File: src/rtl/hazard_unit.sv
// -----------------------------------------------------------------------------
// hazard_unit
//
// Hazard-detection and operand-forwarding unit for the pipelined MIPS core.
// A scoreboard shift register records the register writes that are in flight.
// It has one entry per post-decode stage: entry 0 is EX and entry STAGES-1
// is WB. From this scoreboard the unit produces the decode-stage stall, the
// per-operand forwarding selects and a saturating stall-cycle counter.
//
// Optional feature macro: HAZARD_FORWARD_EN
//   defined   : forwarding selects are active. Only a load whose data is
//               not yet available (entry index < LOAD_STAGE) causes a stall.
//   undefined : any dependence on an in-flight write stalls until the
//               producer retires. The forwarding selects are tied to 0.
//
// Parameters
//   STAGES     tracked post-decode stages (minimum 2)
//   LOAD_STAGE lowest entry index from which load data may be forwarded
//   CNT_W      stall counter width
//
// Ports
//   clk            clock, all state on the rising edge
//   rst_b          asynchronous active-low reset
//   id_valid_i     ID holds a valid instruction
//   id_rs_num_i    rs source register number
//   id_rt_num_i    rt source register number
//   id_rs_used_i   rs is actually read
//   id_rt_used_i   rt is actually read
//   id_rd_num_i    destination register number
//   id_reg_write_i instruction writes id_rd_num_i
//   id_is_load_i   instruction is a load
//   mem_busy_i     cache not done; scoreboard and counter frozen
//   flush_i        kill instruction in ID
//   stall_o        hold PC and IF/ID, inject a bubble into EX
//   fwd_rs_sel_o   rs operand source: 0 = regfile, k = result of entry k-1
//   fwd_rt_sel_o   rt operand source: 0 = regfile, k = result of entry k-1
//   stall_count_o  saturating count of stall cycles
// -----------------------------------------------------------------------------
module hazard_unit #(
    parameter int STAGES     = 3,
    parameter int LOAD_STAGE = 1,
    parameter int CNT_W      = 16
) (
    input  logic                             clk,
    input  logic                             rst_b,
    input  logic                             id_valid_i,
    input  logic [4:0]                       id_rs_num_i,
    input  logic [4:0]                       id_rt_num_i,
    input  logic                             id_rs_used_i,
    input  logic                             id_rt_used_i,
    input  logic [4:0]                       id_rd_num_i,
    input  logic                             id_reg_write_i,
    input  logic                             id_is_load_i,
    input  logic                             mem_busy_i,
    input  logic                             flush_i,
    output logic                             stall_o,
    output logic [$clog2(STAGES+1)-1:0]      fwd_rs_sel_o,
    output logic [$clog2(STAGES+1)-1:0]      fwd_rt_sel_o,
    output logic [CNT_W-1:0]                 stall_count_o
);

    localparam int SEL_W = $clog2(STAGES + 1);

    typedef struct packed {
        logic             hit;
        logic             ld;
        logic [SEL_W-1:0] idx;
    } match_t;

    // Scoreboard state
    logic [STAGES-1:0] vld_q, vld_d;
    logic [STAGES-1:0] ld_q,  ld_d;
    logic [4:0]        rd_q [STAGES];
    logic [4:0]        rd_d [STAGES];
    logic [CNT_W-1:0]  cnt_q, cnt_d;

    match_t            rs_m_s, rt_m_s;
    logic              rs_haz_s, rt_haz_s;
    logic [SEL_W-1:0]  rs_sel_s, rt_sel_s;
    logic              stall_s, issue_s;

    // The loop runs from the oldest entry down, so the youngest
    // (lowest-index) producer is the one left in the result.
    function automatic match_t find_match(input logic [4:0] num, input logic used);
        match_t m;
        m = '0;
        for (int k = STAGES - 1; k >= 0; k--) begin
            if (used && vld_q[k] && (rd_q[k] == num)) begin
                m.hit = 1'b1;
                m.ld  = ld_q[k];
                m.idx = SEL_W'(k);
            end else begin
                m = m;
            end
        end
        return m;
    endfunction

    // Operand match, hazard classification and forwarding selects
    always_comb begin
        rs_m_s = find_match(id_rs_num_i, id_rs_used_i);
        rt_m_s = find_match(id_rt_num_i, id_rt_used_i);
`ifdef HAZARD_FORWARD_EN
        // A load still below LOAD_STAGE has no data to forward yet.
        rs_haz_s = rs_m_s.hit & rs_m_s.ld & (rs_m_s.idx < SEL_W'(LOAD_STAGE));
        rt_haz_s = rt_m_s.hit & rt_m_s.ld & (rt_m_s.idx < SEL_W'(LOAD_STAGE));
        if (rs_m_s.hit && !rs_haz_s && !flush_i) begin
            rs_sel_s = rs_m_s.idx + SEL_W'(1);
        end else begin
            rs_sel_s = SEL_W'(0);
        end
        if (rt_m_s.hit && !rt_haz_s && !flush_i) begin
            rt_sel_s = rt_m_s.idx + SEL_W'(1);
        end else begin
            rt_sel_s = SEL_W'(0);
        end
`else
        rs_haz_s = rs_m_s.hit;
        rt_haz_s = rt_m_s.hit;
        rs_sel_s = SEL_W'(0);
        rt_sel_s = SEL_W'(0);
`endif
        stall_s = (rs_haz_s | rt_haz_s) & id_valid_i & ~flush_i;
        issue_s = id_valid_i & ~stall_s & ~flush_i;
    end

    // stall and selects must act in the same cycle, so they are not registered
    always_comb begin
        stall_o       = stall_s;
        fwd_rs_sel_o  = rs_sel_s;
        fwd_rt_sel_o  = rt_sel_s;
        stall_count_o = cnt_q;
    end

    // Scoreboard shift and stall counter next state; mem_busy freezes both
    always_comb begin
        vld_d = vld_q;
        ld_d  = ld_q;
        rd_d  = rd_q;
        cnt_d = cnt_q;
        if (!mem_busy_i) begin
            for (int k = 1; k < STAGES; k++) begin
                vld_d[k] = vld_q[k-1];
                ld_d[k]  = ld_q[k-1];
                rd_d[k]  = rd_q[k-1];
            end
            if (issue_s) begin
                // r0 is hard-wired to zero, so writes to it never create a dependence
                vld_d[0] = id_reg_write_i & (id_rd_num_i != 5'd0);
                ld_d[0]  = id_is_load_i;
                rd_d[0]  = id_rd_num_i;
            end else begin
                vld_d[0] = 1'b0;
                ld_d[0]  = 1'b0;
                rd_d[0]  = 5'd0;
            end
            if (stall_s && (cnt_q != {CNT_W{1'b1}})) begin
                cnt_d = cnt_q + CNT_W'(1);
            end else begin
                cnt_d = cnt_q;
            end
        end else begin
            cnt_d = cnt_q;
        end
    end

    // State registers with asynchronous clear
    always_ff @(posedge clk or negedge rst_b) begin
        if (!rst_b) begin
            vld_q <= '0;
            ld_q  <= '0;
            cnt_q <= '0;
            for (int k = 0; k < STAGES; k++) begin
                rd_q[k] <= 5'd0;
            end
        end else begin
            vld_q <= vld_d;
            ld_q  <= ld_d;
            cnt_q <= cnt_d;
            for (int k = 0; k < STAGES; k++) begin
                rd_q[k] <= rd_d[k];
            end
        end
    end

endmodule

File: config.mk
export PLATFORM = sky130hd
export DESIGN_NAME = hazard_unit
export DESIGN_NICKNAME = d
export VERILOG_FILES = /design/src/rtl/hazard_unit.sv
export SDC_FILE = /design/constraint.sdc
export NUM_CORES = 1
export LEC_CHECK = 0
export ABC_CLOCK_PERIOD_IN_PS = 1680
export BUFFER_PORTS_ARGS = -buffer_cell sky130_fd_sc_hd__buf_2
export CAP_MARGIN = 20
export CORE_ASPECT_RATIO = 0.75
export CORE_MARGIN = 5
export CORE_UTILIZATION = 30
export DETAILED_ROUTE_END_ITERATION = 8
export GPL_TIMING_DRIVEN = 0
export PLACE_DENSITY = 0.53
export SLEW_MARGIN = 30
export SYNTH_ARGS = -nofsm -noshare
export SYNTH_HDL_FRONTEND = slang
export SYNTH_SLANG_ARGS = --single-unit
File: constraint.sdc
create_clock -name clk -period 1.68 [get_ports clk]
set_input_delay 0.336 -clock clk [delete_from_list [all_inputs] [get_ports clk]]
set_output_delay 0.336 -clock clk [all_outputs]
set_load 0.005 [all_outputs]
==> results.yml, run 1 <==
power:
  max-vdd-ir-drop_uv: 303
  p_comb_frac: 0.143
  seqPwrFrac: 0.422
  power_density_nw_per_um2: 742
  power.clock.fraction: 0.435
  p_switching_uw: 529
  swShare: 0.246
  power.total_uw: 2150
  p_int_uw: 1620
  p_leak_uw: 0.00146
detailed_routing:
  dr_total_vias: 1501
  ant_nets: 0
  drt_first_pass_iters: 4
  drt_iter0_drc: 74
  vias_per_cell: 4.68
  drt-total-wl_um: 5240
  drc: 0
  wl_per_cell_um: 16.3
worst_setup_path:
  setup.worst_path.start_class: "flip-flop"
  cp_data_required_time_ps: 1340
  reg2reg_to: "stall_count_o[8]"
  r2r_slack_ps: -290
  crit_path_max_fanout: 4
  worst_ep_arrival_time_ps: 1640
  end_kind: "output pin"
  cp-startpoint: "rd_q[12]"
  rr_worst_depth: 10
  r2r-start: "rd_q[12]"
  cp-endpoint: "stall_o"
  crit_type: "flip-flop to output pin"
yosys:
  synth_top_area_frac: 0.438
  synth_area_leader_cell: "dfrtp_1"
  synth.area.top_cells: "dfrtp_1 (44%), xnor2_1 (14%), mux2_2 (7.0%)"
  syn-cell-area_um2: 1940
  ys_seq_area_frac: 0.438
  ys_types: 35
  ys_ff_latch: 34
  synthCells: 170
  synth.avg_cell_area_um2: 11.4
  yosysWarnings: 0
sta:
  max_freq_ghz: 0.506
  whs_ps: 114
  rsz0062_at_grt: "yes"
  slew_viol_final: 0
  fin_crit_sh: 1.18
  relSlewSlack: 0.478
  tightestPinTransition_ps: 783
  hold_violations: 0
  final.min_clock_period_ps: 1980
  final-setup-viol-count: 22
  fin_ws_ps: -296
  skew_ps: 8.25
floorplanning:
  die_h_um: 79.7
  initial_core_util: 0.309
  core_area_um2: 6290
  dieArea_um2: 8200
  ioPinCount: 45
  rows: 25
  die_x_um: 103
outcome:
  status: "finished with violations"
  violations: "negative setup slack"
clock_tree:
  tritoncts: "yes"
  htreeDepth: 2
  clockBufferDepth: 2
  cts_made_buffers: 5
  holdBufCountCts: 0
  path_clk_slew_ps: 80
  cts.sinks: 34
  cts-root-buf: "clkbuf_8"
  clkLatencyLatePin_ps: 300
placed_design:
  dpl.hpwl_um: 3420
  post_dp_cell_area_um2: 2250
  routabilityCongestion: 0.773
  portBuffers: 38
  dpl_worst_slack_ps: -274
layout:
  mostFrequentLayoutCell: "buf_2"
  syn_to_final_growth_pct: 49.0
  multiInputGateArea_um2: 1300
  finalInstanceArea_um2: 2900
  diodes: 0
  layout_common_cells: "buf_2 (38), dfrtp_1 (26), xnor2_1 (21)"
  fill_cells: 575
  final_nets: 264
  final_util: 0.460
  layout-drive-gt1-share: 0.563
  regArea_um2: 861
grt:
  grt_pass1_wl_um: 8490
  track_usage: 0.137
  grt_overflow: 0
  antenna_found_initial: 0
  grt_pass1_vias: 1611
  grt_max_degree: 35
hold_path:
  hold_class: "primary input to async pin"
job:
  maxCapViolations: 0
repair_timing:
| action | 4_1_cts | 5_1_grt |
|---|---|---|
| gates resized for setup | 40 | 22 |
| gates cloned | 2 | 0 |
| endpoints found under the setup margin | 23 | 23 |
| setup buffers | 14 | 6 |
| pin swaps | 27 | 21 |
power by group through the flow:
stage | clock network (µW) | logic [µW] | registers, µW
2_1_floorplan | 0 | 153 | 905
3_3_place_gp | 0 | 240 | 916
3_5_place_dp | 0 | 241 | 917
4_1_cts | 944 | 281 | 899
5_1_grt | 989 | 336 | 912
6_report | 935 | 307 | 905
kinds of logic after synthesis:
group | Yosys count | synth area share
AO/OA/AOI/OAI | 10 | 0.0547
XOR/XNOR | 45 | 0.203
adder cells (fa/ha/maj) | 1 | 0.00644
buffers and inverters | 9 | 0.0315
flip-flops | 34 | 0.438
multiplexers | 13 | 0.0753
other | 1 | 0.00193
AND/OR/NAND/NOR | 57 | 0.189
critical path, cell delays in order (launching register included):
cell,delay (ps)
dfrtp_2,460
xnor2_2,190
nand4_1,130
o22ai_2,190
nor3_4,70
buf_6,130
nor2_2,60
buf_2,110
per-layer routing:
metal  GRT usage  up-vias  share of wire
li1            -      733              -
met1       0.201      732           0.51
met2       0.192       28           0.43
met3      0.0314        8          0.039
met4      0.0582        0          0.018
met5           0        -              0
how the worst min path moves through the flow:
stage	cells after the start	endpoint
floorplan	0	rd_q[0]
global placement	1	rd_q[14]
detailed placement	1	rd_q[10]
CTS	1	rd_q[10]
global route	1	rd_q[10]
finish	1	rd_q[10]
synthesized netlist by cell type:
cell type,number
nand2_1,11
and3_4,1
buf_2,1
nor4_1,3
a22o_1,5
nor3_2,1
nand3_4,1
or3_1,1
xnor2_1,30
nor4_4,1
a32o_1,1
and2_1,2
mux2_2,12
nor3b_1,1
nor2_1,6
conb_1,1
buf_6,1
nor3_4,1
o22ai_2,2
dfrtp_1,34
xor2_1,15
mux2_1,1
nor4b_1,2
ha_1,1
nor4_2,3
nand2b_1,1
clkbuf_1,1
o22ai_1,1
nand4_1,7
buf_1,1
nand3_1,9
nor3_1,5
buf_4,5
o31ai_4,1
or4_1,1
cell type report:
type | instances | share of cell area
clock inverter | 3 | 0.0238
sequential | 34 | 0.297
tap | 81 | 0.0350
buffer | 8 | 0.0207
timing repair buffer | 60 | 0.150
clock buffer | 5 | 0.0238
multi-input combinational | 130 | 0.450
flip-flops by register name (all words and copies together), names as in the netlist:
signal         cells
rd_q              15
stall_count_o     16
vld_q              3
per-stage QoR:
step,std cells,setup TNS [ps]
6_report,321,-3380
5_1_grt,321,-5670
2_1_floorplan,173,0
4_1_cts,316,-3480
3_3_place_gp,292,-3670
3_5_place_dp,292,-3920
No activity file was read; power rests on OpenSTA's default activity.
==> inputs of run 2 (changes only) <==
CORE_ASPECT_RATIO = not set   (was 0.75)
==> results.yml, run 2 (synthesis results as in run 1) <==
outcome:
  status: "finished with violations"
  violations: "negative setup slack"
worst_setup_path:
  setup.worst_path.start_class: "flip-flop"
  crit_type: "flip-flop to output pin"
  crit_path_max_fanout: 4
  worst_ep_arrival_time_ps: 1620
  end_kind: "output pin"
  cp_data_required_time_ps: 1340
sta:
  slew_viol_final: 0
  max_freq_ghz: 0.510
  fin_ws_ps: -281
  hold_violations: 0
  skew_ps: 4.72
  fin_crit_sh: 1.17
  tightestPinTransition_ps: 783
  relSlewSlack: 0.478
  rsz0062_at_grt: "yes"
  final-setup-viol-count: 23
  final.min_clock_period_ps: 1960
detailed_routing:
  ant_nets: 0
  drc: 0
  drt-total-wl_um: 5000
  vias_per_cell: 4.92
  drt_first_pass_iters: 4
  wl_per_cell_um: 15.9
  drt_iter0_drc: 22
  dr_total_vias: 1551
layout:
  final_util: 0.442
  largest_register_ffs: 16
  mostFrequentLayoutCell: "buf_2"
  layout_common_cells: "buf_2 (39), dfrtp_1 (29), xnor2_1 (22)"
  fill_cells: 609
  layout-drive-gt1-share: 0.529
  final_nets: 262
  syn_to_final_growth_pct: 43.5
  diodes: 0
grt:
  antenna_found_initial: 0
  track_usage: 0.125
  grt_pass1_wl_um: 8310
  grt_pass1_vias: 1649
  grt_max_degree: 35
  grt_overflow: 0
job:
  maxCapViolations: 0
clock_tree:
  holdBufCountCts: 0
  path_clk_slew_ps: 80
  cts_made_buffers: 5
  cts.sinks: 34
  tritoncts: "yes"
  clockBufferDepth: 2
  htreeDepth: 2
  cts-root-buf: "clkbuf_8"
  clkLatencyLatePin_ps: 290
power:
  p_comb_frac: 0.143
  p_leak_uw: 0.00142
  power_density_nw_per_um2: 764
  p_switching_uw: 514
  power.clock.fraction: 0.432
  p_int_uw: 1620
  swShare: 0.241
  max-vdd-ir-drop_uv: 497
  seqPwrFrac: 0.425
placed_design:
  dpl_worst_slack_ps: -295
  dpl.hpwl_um: 3310
  routabilityCongestion: 0.791
  portBuffers: 38
floorplanning:
  dieArea_um2: 8190
  ioPinCount: 45
  initial_core_util: 0.308
  die_h_um: 90.5
  core_area_um2: 6310
  die_x_um: 90.5
  rows: 29
hold_path:
  hold_class: "primary input to async pin"
run 2: cell types whose count changed in the layout (fill, tap and decap cells not counted), sizes merged:
cell	delta
buf	-2
run 2: layout make-up:
type                       count  area (µm²)  area share
timing repair buffer          58         349       0.125
clock buffer                   5        68.8      0.0247
multi-input combinational    130        1290       0.462
sequential                    34         857       0.307
buffer                         8        60.1      0.0215
tap                           77        96.3      0.0345
clock inverter                 3        68.8      0.0247
run 2: worst max-delay path: stages (launching register included):
cell,delay [ps]
dfrtp_2,470
xnor2_2,150
nand4_1,110
o22ai_2,110
nor3_4,220
buf_6,140
nor2_4,30
buf_2,120
run 2: metrics by stage:
step | cell area, µm² | setup TNS (ps) | hold WS (ps) | std cells | total power [µW]
CTS | 2670 | -4290 | 148 | 309 | 2120
detailed placement | 2240 | -2960 | 468 | 288 | 1150
finish | 2790 | -3200 | 116 | 315 | 2130
global route | 2790 | -5600 | 174 | 315 | 2240
floorplan | 1960 | 0 | 40.4 | 173 | 1060
global placement | 2240 | -3170 | 473 | 288 | 1160
run 2: what timing repair did:
| action | 4_1_cts | 5_1_grt |
|---|---|---|
| setup buffers | 13 | 8 |
| setup endpoints to repair | 23 | 23 |
| pin swaps | 25 | 15 |
| cloned | 1 | 0 |
| resized for setup | 34 | 19 |
run 2: per-layer routing:
metal	GRT usage	wire, µm
met4	0.0385	91
met1	0.156	2210
met3	0.0450	252
met5	0	0
met2	0.203	2450
run 2: final timing paths:
check	start	to	slack, ps	depth (start not counted)
min in group clk	id_rd_num_i[2]	rd_q[12]	280	2
min reg2reg	stall_count_o[5]	stall_count_o[5]	490	1
min	rst_b	rd_q[4]	120	1
max in group asynchronous	rst_b	rd_q[14]	1020	1
max reg2reg	rd_q[4]	stall_count_o[8]	-230	8
max	rd_q[10]	stall_o	-280	7
run 2: power by group through the flow:
stage	Combinational [µW]	Clock, µW	Sequential [µW]
6_report	305	921	905
5_1_grt	332	1000	912
4_1_cts	274	946	900
3_5_place_dp	238	0	917
3_3_place_gp	240	0	915
2_1_floorplan	153	0	905
==> inputs of run 3 (changes only) <==
CAP_MARGIN = not set   (was 20)
CELL_PAD_IN_SITES_DETAIL_PLACEMENT = 1   (was not set)
CELL_PAD_IN_SITES_GLOBAL_PLACEMENT = 1   (was not set)
PLACE_DENSITY = 0.64   (was 0.53)
==> results.yml, run 3 (synthesis results as in run 1) <==
outcome:
  status: "finished with violations"
  violations: "negative setup slack"
clock_tree:
  cts-root-buf: "clkbuf_8"
  tritoncts: "yes"
  cts_made_buffers: 5
  path_clk_slew_ps: 70
  htreeDepth: 2
  clockBufferDepth: 2
  cts.sinks: 34
  clkLatencyLatePin_ps: 290
  holdBufCountCts: 0
job:
  maxCapViolations: 0
sta:
  relSlewSlack: 0.460
  rsz0062_at_grt: "yes"
  tightestPinTransition_ps: 810
  hold_violations: 0
  slew_viol_final: 0
  final-setup-viol-count: 22
  fin_crit_sh: 1.17
  whs_ps: 136
  final.min_clock_period_ps: 1970
  max_freq_ghz: 0.508
  skew_ps: 7.52
  fin_ws_ps: -288
layout:
  multiInputGateArea_um2: 1330
  regArea_um2: 861
  syn_to_final_growth_pct: 48.6
  fill_cells: 701
  largest_register_ffs: 16
  mostFrequentLayoutCell: "buf_2"
  diodes: 0
  layout_common_cells: "buf_2 (38), buf_4 (32), dfrtp_1 (26)"
  final_nets: 274
  layout-drive-gt1-share: 0.584
worst_setup_path:
  cp_data_required_time_ps: 1340
  end_kind: "output pin"
  crit_type: "flip-flop to output pin"
  rr_worst_depth: 8
  r2r_slack_ps: -250
  setup.worst_path.start_class: "flip-flop"
  crit_path_max_fanout: 4
  reg2reg_to: "stall_count_o[5]"
  r2r-start: "rd_q[5]"
  worst_ep_arrival_time_ps: 1630
placed_design:
  portBuffers: 38
  dpl_worst_slack_ps: -307
  routabilityCongestion: 0.834
  dpl.hpwl_um: 3610
floorplanning:
  dieArea_um2: 8190
  initial_core_util: 0.308
  ioPinCount: 45
  rows: 29
  core_area_um2: 6310
  die_x_um: 90.5
  die_h_um: 90.5
power:
  p_leak_uw: 0.00148
  max-vdd-ir-drop_uv: 386
  power_density_nw_per_um2: 651
grt:
  grt_max_degree: 35
  grt_pass1_vias: 1684
  track_usage: 0.134
  antenna_found_initial: 0
  grt_pass1_wl_um: 8780
  grt_overflow: 0
hold_path:
  hold_class: "primary input to async pin"
detailed_routing:
  ant_nets: 0
  drt_iter0_drc: 21
  drt-total-wl_um: 5660
  vias_per_cell: 4.76
  dr_total_vias: 1555
  drc: 0
  drt_first_pass_iters: 4
  wl_per_cell_um: 17.3
==> run 3: cell count changes in the layout (fill, tap and decap cells not counted), sizes merged <==
| cell | previous run | this run |
|---|---|---|
| clkbuf | 6 | 8 |
| bufinv | 2 | 0 |
| buf | 65 | 77 |
==> run 3: how the worst max path moves through the flow <==
stage	from	to	slack, ps	depth (start not counted)
2_1_floorplan	stall_count_o[0]	stall_count_o[1]	20	6
3_3_place_gp	id_rt_num_i[1]	stall_o	-310	8
3_5_place_dp	rd_q[10]	stall_o	-310	7
4_1_cts	rd_q[8]	stall_o	-310	7
5_1_grt	rd_q[5]	stall_o	-360	7
6_report	rd_q[10]	stall_o	-290	7
==> run 3: power breakdown <==
part / total [µW] / switching, µW / internal [µW]
Combinational: 326 / 147 / 179
Sequential: 906 / 49.6 / 857
Clock: 648 / 316 / 331
Total: 1880 / 513 / 1370
==> run 3: worst max-delay path, stage by stage (launching register included) <==
cell and delay [ps]:
dfrtp_2 460, xnor2_2 150, nand4_1 140, o22ai_2 100
nor3_4 210, buf_6 140, nor2_4 30, buf_2 120
==> run 3: per-stage QoR <==
step / TNS [ps] / utilization / power (µW) / instances / instance area (µm²)
CTS: -3130 / 0.425 / 1860 / 312 / 2690
floorplan: 0 / - / 1060 / 173 / 1960
global route: -5200 / 0.457 / 1960 / 327 / 2890
global placement: -3590 / 0.356 / 1160 / 288 / 2240
detailed placement: -3710 / 0.356 / 1160 / 288 / 2240
finish: -3570 / 0.457 / 1880 / 327 / 2890
==> run 3: layer usage <==
metal	vias to the layer above	global-route usage	part of all wire
li1	749	-	-
met1	767	0.166	0.43
met2	37	0.231	0.53
met3	2	0.0375	0.040
met4	0	0.0298	0.0062
met5	-	0	0
==> run 3: area by class of cell <==
| class | count | area share |
|---|---|---|
| timing repair buffer | 70 | 0.156 |
| tap | 77 | 0.0334 |
| multi-input combinational | 130 | 0.461 |
| clock inverter | 1 | 0.00173 |
| buffer | 8 | 0.0208 |
| sequential | 34 | 0.298 |
| clock buffer | 7 | 0.0299 |
==> run 3: repair_timing <==
action / 4_1_cts / 5_1_grt
cloned: 1 / 0
hold endpoints to repair: 0 / 0
pin swaps: 22 / 25
gates resized for setup: 42 / 21
setup endpoints to repair: 23 / 23
buffers inserted: 16 / 16
